===== src/rtl/alu_arbiter.sv =====
// Round-robin arbiter sharing one ALU_64 between the execute stage (req0) and the aux unit (req1).
// Define ALU_ARB_CC_EN to build the ZF/SF/OF condition-code register for requester-0 operations.
module alu_arbiter #(
    parameter int WIDTH = 64
) (
    input  logic             clk,
    input  logic             rst,
    input  logic             req0_valid,
    output logic             req0_ready,
    input  logic [1:0]       req0_opcode,
    input  logic [WIDTH-1:0] req0_a,
    input  logic [WIDTH-1:0] req0_b,
    input  logic             req1_valid,
    output logic             req1_ready,
    input  logic [1:0]       req1_opcode,
    input  logic [WIDTH-1:0] req1_a,
    input  logic [WIDTH-1:0] req1_b,
    output logic [1:0]       alu_opcode,
    output logic [WIDTH-1:0] alu_a,
    output logic [WIDTH-1:0] alu_b,
    input  logic [WIDTH-1:0] alu_res,
    input  logic             alu_overflow,
    input  logic             alu_zero,
    output logic             rsp_valid,
    input  logic             rsp_ready,
    output logic             rsp_id,
    output logic [WIDTH-1:0] rsp_res,
    output logic             rsp_overflow,
    output logic             rsp_zero,
    output logic             cc_zf,
    output logic             cc_sf,
    output logic             cc_of
);

    typedef enum logic [1:0] {IDLE, EXEC, RESP} state_t;

    state_t           state_q, state_d;
    logic             last_grant_q, last_grant_d;
    logic             owner_q, owner_d;
    logic [1:0]       op_q, op_d;
    logic [WIDTH-1:0] a_q, a_d, b_q, b_d;
    logic             rsp_valid_q, rsp_valid_d;
    logic             rsp_id_q, rsp_id_d;
    logic [WIDTH-1:0] rsp_res_q, rsp_res_d;
    logic             rsp_ovf_q, rsp_ovf_d;
    logic             rsp_zero_q, rsp_zero_d;
    logic             gnt0, gnt1;

    // On a tie the requester that was not served last wins.
    always_comb begin
        gnt0 = 1'b0;
        gnt1 = 1'b0;
        if (state_q == IDLE) begin
            if (req0_valid && req1_valid) begin
                gnt0 = last_grant_q;
                gnt1 = !last_grant_q;
            end else begin
                gnt0 = req0_valid;
                gnt1 = req1_valid;
            end
        end
    end

    assign req0_ready = gnt0;
    assign req1_ready = gnt1;

    always_comb begin
        state_d      = state_q;
        last_grant_d = last_grant_q;
        owner_d      = owner_q;
        op_d         = op_q;
        a_d          = a_q;
        b_d          = b_q;
        rsp_valid_d  = rsp_valid_q;
        rsp_id_d     = rsp_id_q;
        rsp_res_d    = rsp_res_q;
        rsp_ovf_d    = rsp_ovf_q;
        rsp_zero_d   = rsp_zero_q;
        case (state_q)
            IDLE: begin
                if (gnt0 || gnt1) begin
                    op_d         = gnt1 ? req1_opcode : req0_opcode;
                    a_d          = gnt1 ? req1_a : req0_a;
                    b_d          = gnt1 ? req1_b : req0_b;
                    owner_d      = gnt1;
                    last_grant_d = gnt1;
                    state_d      = EXEC;
                end
            end
            EXEC: begin
                rsp_valid_d = 1'b1;
                rsp_id_d    = owner_q;
                rsp_res_d   = alu_res;
                rsp_ovf_d   = alu_overflow;
                rsp_zero_d  = alu_zero;
                state_d     = RESP;
            end
            RESP: begin
                if (rsp_ready) begin
                    rsp_valid_d = 1'b0;
                    state_d     = IDLE;
                end
            end
            default: state_d = IDLE;
        endcase
    end

    always_ff @(posedge clk or posedge rst) begin
        if (rst) begin
            state_q      <= IDLE;
            last_grant_q <= 1'b1;
            owner_q      <= 1'b0;
            op_q         <= '0;
            a_q          <= '0;
            b_q          <= '0;
            rsp_valid_q  <= 1'b0;
            rsp_id_q     <= 1'b0;
            rsp_res_q    <= '0;
            rsp_ovf_q    <= 1'b0;
            rsp_zero_q   <= 1'b0;
        end else begin
            state_q      <= state_d;
            last_grant_q <= last_grant_d;
            owner_q      <= owner_d;
            op_q         <= op_d;
            a_q          <= a_d;
            b_q          <= b_d;
            rsp_valid_q  <= rsp_valid_d;
            rsp_id_q     <= rsp_id_d;
            rsp_res_q    <= rsp_res_d;
            rsp_ovf_q    <= rsp_ovf_d;
            rsp_zero_q   <= rsp_zero_d;
        end
    end

    assign alu_opcode   = op_q;
    assign alu_a        = a_q;
    assign alu_b        = b_q;
    assign rsp_valid    = rsp_valid_q;
    assign rsp_id       = rsp_id_q;
    assign rsp_res      = rsp_res_q;
    assign rsp_overflow = rsp_ovf_q;
    assign rsp_zero     = rsp_zero_q;

`ifdef ALU_ARB_CC_EN
    // {zf, sf, of}; only execute-stage results touch the condition codes.
    logic [2:0] cc_q, cc_d;

    always_comb begin
        cc_d = cc_q;
        if (state_q == EXEC && !owner_q) begin
            cc_d = {alu_zero, alu_res[WIDTH-1], alu_overflow};
        end
    end

    always_ff @(posedge clk or posedge rst) begin
        if (rst) begin
            cc_q <= '0;
        end else begin
            cc_q <= cc_d;
        end
    end

    assign cc_zf = cc_q[2];
    assign cc_sf = cc_q[1];
    assign cc_of = cc_q[0];
`else
    assign cc_zf = 1'b0;
    assign cc_sf = 1'b0;
    assign cc_of = 1'b0;
`endif

endmodule

===== config.mk =====
export PLATFORM = sky130hd
export DESIGN_NAME = alu_arbiter
export DESIGN_NICKNAME = d
export VERILOG_FILES = /design/src/rtl/alu_arbiter.sv
export SDC_FILE = /design/constraint.sdc
export NUM_CORES = 1
export LEC_CHECK = 0
export CAP_MARGIN = 20
export CORE_AREA = 5 5 202 204
export CTS_CLUSTER_DIAMETER = 50
export DETAILED_ROUTE_END_ITERATION = 16
export DIE_AREA = 0 0 207 209
export GPL_TIMING_DRIVEN = 0
export HOLD_SLACK_MARGIN = 0.02
export PLACE_DENSITY = 0.62
export SYNTH_ARGS = -nofsm -noshare
export SYNTH_HDL_FRONTEND = slang
export SYNTH_SLANG_ARGS = --single-unit

===== constraint.sdc =====
create_clock -name clk -period 10.3 [get_ports clk]
set_clock_uncertainty 0.15 [all_clocks]
set_input_delay 1.03 -clock clk [delete_from_list [all_inputs] [get_ports clk]]
set_output_delay 1.03 -clock clk [all_outputs]
set_load 0.005 [all_outputs]

==> metrics.yaml <==
status: "completed"
ant_nets: 0
core_area_um2: 39100
drv_cap: 0
yosysMostFrequentCell: "dfrtp_1"
rsz0062_at_grt: "no"
num_vias: 10500
row_count: 73
yosysTopAreaCell: "dfrtp_1"
initial_utilization: 0.261
netlist_instances: 936
setup_violations: 0
clock_sinks: 202
gp_congestion: 0.882
final_nets: 1832
drc: 0
cp-start-kind: "input pin"
cts_max_level: 1
synthFlopType: "dfrtp_1"
hold_violations: 0
synth.top_cells.by_count: "201 x dfrtp_1, 130 x and3_1, 130 x nand3b_1, 130 x o2111ai_1, 121 x o21ai_0"
p_leak_nw: 7.19
grt_pass1_vias: 10900
clockRootBuffer: "clkbuf_16"
fin_hold_ws_ns: 0.354
whs_path_depth: 1
slowest_delay_ns: 0.56
reg2reg_to: "alu_a[28]"
period_share: 0.426
critPathCaptureType: "primary output"
port_buffers: 529
slew_headroom: 0.488
cts_tree: "done"
powerDensity_nw_per_um2: 283
synth_area_leaders: "dfrtp_1 49%, o2111ai_1 11%, nand3b_1 9.5%, and3_1 8.0%, o21ai_0 5.9%"
via_per_inst: 5.12
track_usage: 0.203
clk_pin_slew_ns: 0.06
worstHoldEndpoint: "rsp_res[47]"
synth_top_area_share: 0.492
ys_seq_area_frac: 0.495
tightest_slew_ns: 0.768
ctsResizeCount: 0
drt_iter0_drc: 774
cpMostUsedCell: "clkdlybuf4s50_1"
hold_path.class: "flip-flop to flip-flop"
async_reset_ff_frac: 1.00
cts_hold_buffers: 0
timing.critical_path.buf_inv: 3
fp.dieW_um: 207
synthToLayoutAreaGrowth_pct: 69.1
final_area_um2: 17300
nFillCells: 3764
critPathArrivalTime_ns: 3.21
io_pins: 534
worst_path_max_delay_cell: "clkdlybuf4s50_1"
finalSetupTns_ns: 0
cts_buffer_depth: 3
grt_max_degree: 109
drive_above_1_share: 0.112
grt_pass1_wl_mm: 69.8
cts-buffers-inserted: 31
layoutNonFillerInstCount: 2052
path_max_fanout: 10
crit_type: "input pin to primary output"
antenna_found_initial: 4
dieHeight_um: 209
r2r_cells: 6
max_freq_mhz: 228
totalWireLength_mm: 46.8
fp.dieArea_um2: 43300
ir_drop_uv: 159
crit_required_ns: 9.12
dpl.hpwl_mm: 35.8
path_cells: "clkdlybuf4s50_1 -> nor3b_4 -> clkbuf_1 -> and2_1 -> clkdlybuf4s50_1"
critPathTopFamily: "buffers and inverters"
synth_cell_types: 30
drt_first_pass_iters: 6
wl_per_cell_um: 22.8
worst-r2r-setup-slack_ns: 8.01
clock_latency_ns: 0.56
yosys_warnings: 0
slew_viol_final: 0
post-route-min-period_ns: 4.39
ys_seq_elements: 202
reg2reg_from: "last_grant_q"
place_inst: 1993
placed_area_um2: 16200
cts_setup_buffers: 0
hp-start: "rsp_res[47]"
synth_edf_count: 0
grt_overflow: 0
p_total_mw: 4.89
postSynthAreaPerCell_um2: 10.9
netlist_area_um2: 10200
==> cell type report <==
cell class / count / area [um2] / share of cell area
diodes: 5 / 12.5 / 0.000724
plain buffers: 126 / 634 / 0.0367
clock buffers: 42 / 897 / 0.0519
clock inverters: 12 / 160 / 0.00926
inverters: 4 / 22.5 / 0.00130
multi-input cells: 606 / 4520 / 0.262
flip-flops and latches: 202 / 5060 / 0.292
well taps: 525 / 657 / 0.0380
repair buffers: 530 / 5320 / 0.308
==> registers in the layout, indices dropped and copies added, names as in the netlist <==
| register | count |
|---|---|
| alu_a | 64 |
| alu_b | 64 |
| alu_opcode | 2 |
| last_grant_q | 1 |
| owner_q | 1 |
| rsp_id | 1 |
| rsp_overflow | 1 |
| rsp_res | 64 |
| rsp_valid | 1 |
| rsp_zero | 1 |
| state_q | 2 |
==> placed cells by master (no fill, tap or decap), types with 5 or more instances in the layout <==
cell,n
clkdlybuf4s50_1,529
dfrtp_1,201
and3_1,130
o2111ai_1,130
nand3b_1,130
o21ai_0,121
clkbuf_1,81
mux2_2,48
clkbuf_16,31
buf_2,27
mux2_4,19
buf_6,10
o21ai_1,9
buf_4,8
clkbuf_8,8
clkinv_4,6
diode_2,5
==> how the worst max path moves through the flow <==
| stage | cells after the start | to | startpoint | slack (ns) |
|---|---|---|---|---|
| 6_report | 5 | req1_ready | req1_valid | 5.91 |
| 2_1_floorplan | 1 | alu_a[0] | rst | 3.61 |
| 3_5_place_dp | 5 | req1_ready | req1_valid | 5.91 |
| 3_3_place_gp | 2 | alu_b[19] | rst | 0.32 |
| 5_1_grt | 5 | req1_ready | req1_valid | 5.83 |
| 4_1_cts | 5 | req1_ready | req1_valid | 5.89 |
==> per-layer routing <==
metal  up-vias  GRT usage  share of wire
met4         2     0.0652          0.029
li1       4742          -              -
met1      5152      0.252           0.40
met3        88     0.0552          0.083
met5         -          0        0.00043
met2       532      0.345           0.49
==> logic make-up after synthesis <==
| kind of cell | Yosys count | share of synthesized area |
|---|---|---|
| DFF | 202 | 0.495 |
| buffers and inverters | 130 | 0.0635 |
| AOI/OAI and AO/OA | 265 | 0.179 |
| and+or+nand+nor | 271 | 0.182 |
| muxes | 67 | 0.0808 |
| other | 1 | 0.000367 |
==> worst reg2reg max path: cells and delay by family, from the launching register on <==
kind	cells	cell delay, ns
and+or+nand+nor	3	0.65
buffers and inverters	3	0.84
DFF	1	0.51
==> power by group <==
part	total, mW	internal [mW]	switching [mW]
clock	1.08	0.680	0.396
combinational	2.40	1.31	1.09
sequential	1.42	1.20	0.220
==> metrics by stage <==
stage / setup slack [ns] / util
after global routing: 5.83 / 0.442
after detailed placement: 5.91 / 0.415
final: 5.91 / 0.442
after floorplan: 3.61 / -
after global placement: 0.321 / 0.414
after CTS: 5.89 / 0.442
No activity file was read; power rests on OpenSTA's default activity.
